**config.mk**
```make
export PLATFORM = sky130hd
export DESIGN_NAME = h_xor_accum
export DESIGN_NICKNAME = d
export VERILOG_FILES = /design/src/rtl/h_xor_accum.sv
export SDC_FILE = /design/constraint.sdc
export NUM_CORES = 1
export LEC_CHECK = 0
export BUFFER_PORTS_ARGS = -buffer_cell sky130_fd_sc_hd__buf_2
export CAP_MARGIN = 25
export CORE_UTILIZATION = 30
export CTS_CLUSTER_DIAMETER = 40
export DETAILED_ROUTE_END_ITERATION = 8
export PLACE_DENSITY_LB_ADDON = 0.08
export SETUP_SLACK_MARGIN = 0.2
export SLEW_MARGIN = 20
export SYNTH_ARGS = -nofsm -noshare
export SYNTH_HDL_FRONTEND = slang
export SYNTH_SLANG_ARGS = --single-unit
```
**constraint.sdc**
```tcl
create_clock -name clk -period 5.33 [get_ports clk]
set_clock_uncertainty 0.1 [all_clocks]
set_input_delay 0.7995 -clock clk [delete_from_list [all_inputs] [get_ports clk]]
set_output_delay 0.7995 -clock clk [all_outputs]
set_load 0.02 [all_outputs]
```
**src/rtl/h_xor_accum.sv**
```systemverilog
// Streaming XOR checksum: folds a frame of words into one WIDTH-bit sum,
// then holds the sum, its parity and the saturating word count until consumed.
module h_xor_accum #(
    parameter int unsigned           WIDTH = 16,
    parameter int unsigned           CNT_W = 8,
    parameter logic [WIDTH-1:0]      SEED  = '0
) (
    input  logic             clk,
    input  logic             rst_n,
    input  logic             clr,
    input  logic             in_valid,
    output logic             in_ready,
    input  logic [WIDTH-1:0] in_data,
    input  logic             in_last,
    output logic             out_valid,
    input  logic             out_ready,
    output logic [WIDTH-1:0] out_sum,
    output logic             out_parity,
    output logic [CNT_W-1:0] out_count
);

    localparam logic [CNT_W-1:0] CNT_MAX = '1;

    typedef enum logic [1:0] {
        IDLE  = 2'd0,
        ACCUM = 2'd1,
        HOLD  = 2'd2
    } state_t;

    state_t             r_state, w_state_nxt;
    logic [WIDTH-1:0]   r_acc, w_acc_nxt;
    logic [CNT_W-1:0]   r_cnt, w_cnt_nxt;
    logic [WIDTH-1:0]   r_sum, w_sum_nxt;
    logic [CNT_W-1:0]   r_count, w_count_nxt;
    logic               r_parity, w_parity_nxt;
    logic               r_valid, w_valid_nxt;
    logic               r_ready, w_ready_nxt;
    logic               w_xfer;

    // in_ready is a register, so out_ready never reaches it combinationally
    assign w_xfer = in_valid & r_ready;

    always_ff @(posedge clk or negedge rst_n) begin
        if (!rst_n) begin
            r_state  <= IDLE;
            r_acc    <= SEED;
            r_cnt    <= '0;
            r_sum    <= '0;
            r_count  <= '0;
            r_parity <= 1'b0;
            r_valid  <= 1'b0;
            r_ready  <= 1'b0;
        end else begin
            r_state  <= w_state_nxt;
            r_acc    <= w_acc_nxt;
            r_cnt    <= w_cnt_nxt;
            r_sum    <= w_sum_nxt;
            r_count  <= w_count_nxt;
            r_parity <= w_parity_nxt;
            r_valid  <= w_valid_nxt;
            r_ready  <= w_ready_nxt;
        end
    end

    always_comb begin
        w_state_nxt  = r_state;
        w_acc_nxt    = r_acc;
        w_cnt_nxt    = r_cnt;
        w_sum_nxt    = r_sum;
        w_count_nxt  = r_count;
        w_parity_nxt = r_parity;

        if (clr) begin
            w_state_nxt  = IDLE;
            w_acc_nxt    = SEED;
            w_cnt_nxt    = '0;
            w_sum_nxt    = '0;
            w_count_nxt  = '0;
            w_parity_nxt = 1'b0;
        end else begin
            case (r_state)
                IDLE: begin
                    if (w_xfer) begin
                        w_acc_nxt   = SEED ^ in_data;
                        w_cnt_nxt   = CNT_W'(1);
                        w_state_nxt = in_last ? HOLD : ACCUM;
                    end
                end
                ACCUM: begin
                    if (w_xfer) begin
                        w_acc_nxt   = r_acc ^ in_data;
                        w_cnt_nxt   = (r_cnt == CNT_MAX) ? r_cnt : r_cnt + CNT_W'(1);
                        w_state_nxt = in_last ? HOLD : ACCUM;
                    end
                end
                HOLD: begin
                    if (out_ready) begin
                        w_state_nxt  = IDLE;
                        w_acc_nxt    = SEED;
                        w_cnt_nxt    = '0;
                        w_sum_nxt    = '0;
                        w_count_nxt  = '0;
                        w_parity_nxt = 1'b0;
                    end
                end
                default: begin
                    w_state_nxt = IDLE;
                end
            endcase

            // Snapshot the updated accumulator on the edge that enters HOLD
            if (r_state != HOLD && w_state_nxt == HOLD) begin
                w_sum_nxt    = w_acc_nxt;
                w_count_nxt  = w_cnt_nxt;
                w_parity_nxt = ^w_acc_nxt;
            end
        end

        w_valid_nxt = (w_state_nxt == HOLD);
        w_ready_nxt = (w_state_nxt != HOLD);
    end

    assign in_ready   = r_ready;
    assign out_valid  = r_valid;
    assign out_sum    = r_sum;
    assign out_count  = r_count;
    assign out_parity = r_parity;

endmodule
```
==> results.py <==
metrics = {
    "cells_and_area": {
        "insertedDiodeCount": 0,
        "nFillCells": 938,
        "drive_gt1_share_pct": 24.9,
        "layout_commonest_cell": "dfrtp_1",
        "fin_area_um2": 3150,
        "mostFrequentLayoutCells": "53 x dfrtp_1, 48 x buf_2, 28 x nor2_1",
        "nets": 336,
        "syn_to_final_growth_pct": 15.6,
    },
    "sta": {
        "setup_viol": 0,
        "worst_pin_slew_ns": 0.840,
        "slew_headroom_pct": 44.0,
        "fmax_ghz": 0.343,
        "grt_setup_unrepaired": "false",
        "min_period_ns": 2.92,
        "fin_tns_setup_ns": 0,
        "final_hold_viol_count": 0,
        "slew_viol_final": 0,
        "fin_crit_sh_pct": 54.7,
        "hold_ws_ns": 0.388,
    },
    "clock_network": {
        "cts_sinks": 53,
        "cts-hold-fix-buffers": 0,
        "cts_setup_buffers": 0,
        "clk_latency_ns": 0.30,
        "ctsHtreeMaxLevel": 2,
        "clock-root-buffer": "clkbuf_8",
        "cts_buffer_depth": 2,
        "numCtsBuffers": 5,
        "path_clk_slew_ns": 0.09,
        "cts-resized-gates": 0,
        "cts_tree": "yes",
    },
    "flow_run": {
        "max-cap-violations": 0,
    },
    "place": {
        "gp_congestion": 0.752,
        "numPortBuffers": 48,
        "post_dp_cell_area_um2": 3070,
        "hpwlAfterDp_mm": 4.56,
    },
    "die": {
        "die_height_um": 97.4,
        "die-area_um2": 9480,
        "fp-row-count": 34,
        "fp.dieW_um": 97.4,
        "core_um2": 8760,
        "initial_utilization_pct": 31.1,
        "pin_count": 49,
    },
    "power": {
        "ir_worst_vdd_mv": 0.0951,
        "powerDensity_nw_per_um2": 277,
        "leakage_nw": 1.49,
    },
    "hold_path": {
        "min_to": "out_count[4]$_DFFE_PN0P_",
        "hp-start": "out_count[4]$_DFFE_PN0P_",
        "holdPathStages": 2,
        "hp-class": "flip-flop to flip-flop",
    },
    "synthesis": {
        "ys_ff_latch": 53,
        "syn-num-nets": 293,
        "yosysSeqAreaShare_pct": 48.6,
        "ys.flop_type": "dfrtp_1",
        "synth_edf_count": 0,
        "avgSynthCellArea_um2": 10.1,
        "yosys_warnings": 0,
        "synthArstFlopShare_pct": 100,
        "syn_inst": 270,
        "yosys-top-cells-area": "dfrtp_1 49%, nor4_2 7.3%, a22o_1 5.5%",
        "synth_area_um2": 2730,
        "yosys.area.top_type": "dfrtp_1",
        "synth_top_area_share_pct": 48.6,
        "yosysUniqueCellTypes": 41,
    },
    "worst_setup_path": {
        "r2r_start": "r_state[0]$_DFF_PN0_",
        "cp_max_fo": 16,
        "start_kind": "flip-flop",
        "worstSetupPathType": "flip-flop to flip-flop",
        "worst_r2r_path_depth": 8,
        "cp.required_ns": 5.41,
        "end_kind": "flip-flop",
        "crit_arrival_ns": 3.00,
        "r2r-end": "out_parity$_DFFE_PN0P_",
        "r2r_slack_ns": 2.41,
    },
    "route": {
        "drc_errors": 0,
        "drtPass1Iterations": 5,
        "ant_nets": 0,
        "drt-wirelength-per-cell_um": 16.5,
        "routed_wl_mm": 6.95,
        "drt_iter0_markers": 108,
        "vias_per_cell": 5.19,
        "via_count": 2185,
    },
    "global_routing": {
        "track_usage_pct": 15.3,
        "grt_max_degree": 54,
        "grt_pass1_vias": 2185,
        "overflow": 0,
        "grt_pass1_wl_mm": 11.6,
        "antenna_found_initial": 0,
    },
    "status": {
        "outcome": "finished, final reports clean",
    },
}
==> how the worst max path moves through the flow <==
stage	slack (ns)	endpoint	startpoint
after floorplan	2.86	out_parity$_DFFE_PN0P_	in_valid
after global placement	2.05	out_parity$_DFFE_PN0P_	in_valid
after detailed placement	1.99	out_parity$_DFFE_PN0P_	in_valid
after CTS	2.32	out_parity$_DFFE_PN0P_	in_valid
after global routing	2.11	out_parity$_DFFE_PN0P_	r_state[0]$_DFF_PN0_
final	2.41	out_parity$_DFFE_PN0P_	r_state[0]$_DFF_PN0_
==> critical path: stages (launching register included) <==
cell	delay (ns)
dfrtp_1	0.55
nand4bb_1	0.80
nor2_1	0.34
nor4_2	0.11
xor2_1	0.21
xnor2_1	0.26
xnor2_1	0.20
xnor2_1	0.15
o21ai_1	0.07
==> where the power goes <==
group | internal, mW | switching (mW) | leakage [nW] | total (mW)
Combinational | 0.0822 | 0.121 | 0.720 | 0.203
Sequential | 0.420 | 0.0135 | 0.723 | 0.434
Clock | 0.104 | 0.132 | 0.0443 | 0.235
==> cells by family (layout without fill, tap and decap cells) <==
logic type	count (synthesis)	after routing	synth area share, %
AOI/OAI and AO/OA	61	61	14.5
adders and majority gates	1	1	0.458
buffers and inverters	18	61	3.39
and+or+nand+nor	120	120	27.5
DFF	53	53	48.6
muxes	1	1	0.367
xor gates and xnor gates	16	16	5.14
==> synth_stat cells, types with 3 or more instances <==
| master | n |
|---|---|
| nor3_1 | 4 |
| clkbuf_1 | 9 |
| o21ai_1 | 11 |
| nor2_1 | 28 |
| a22o_1 | 17 |
| o21ai_0 | 4 |
| xnor2_1 | 13 |
| inv_1 | 3 |
| nand2_1 | 22 |
| dfrtp_1 | 53 |
| nor2b_1 | 17 |
| a21oi_1 | 20 |
| xor2_1 | 3 |
| nor4_2 | 16 |
| and3_1 | 16 |
==> registers in the layout, summed over array words and instances, names as in the netlist <==
name	cells
r_state	2
out_parity	1
r_cnt	8
in_ready	1
out_valid	1
out_count	8
r_acc	16
out_sum	16
==> per-stage QoR <==
stage / setup slack, ns / util, % / total power, mW / instances
CTS: 2.32 / 36.0 / 0.893 / 421
floorplan: 2.86 / - / 0.587 / 270
global route: 2.11 / 36.0 / 0.925 / 421
finish: 2.41 / 36.0 / 0.872 / 421
detailed placement: 1.99 / 35.0 / 0.651 / 414
global placement: 2.05 / 35.0 / 0.649 / 414
==> layout make-up <==
| class | count | area [µm²] | area share (%) |
|---|---|---|---|
| clock buffer | 7 | 86.3 | 2.74 |
| inverter | 3 | 11.3 | 0.357 |
| multi-input combinational | 199 | 1330 | 42.2 |
| sequential | 53 | 1330 | 42.0 |
| tap | 108 | 135 | 4.28 |
| timing repair buffer | 51 | 263 | 8.33 |
==> routing by layer <==
metal / GRT usage [%] / routed length, µm / up-vias
met5: 0 / 0 / -
met4: 3.39 / 51 / 0
met2: 24.3 / 3250 / 37
met3: 3.67 / 223 / 4
met1: 21.2 / 3430 / 1088
li1: - / - / 1056
(Power assumes the default switching activity.)
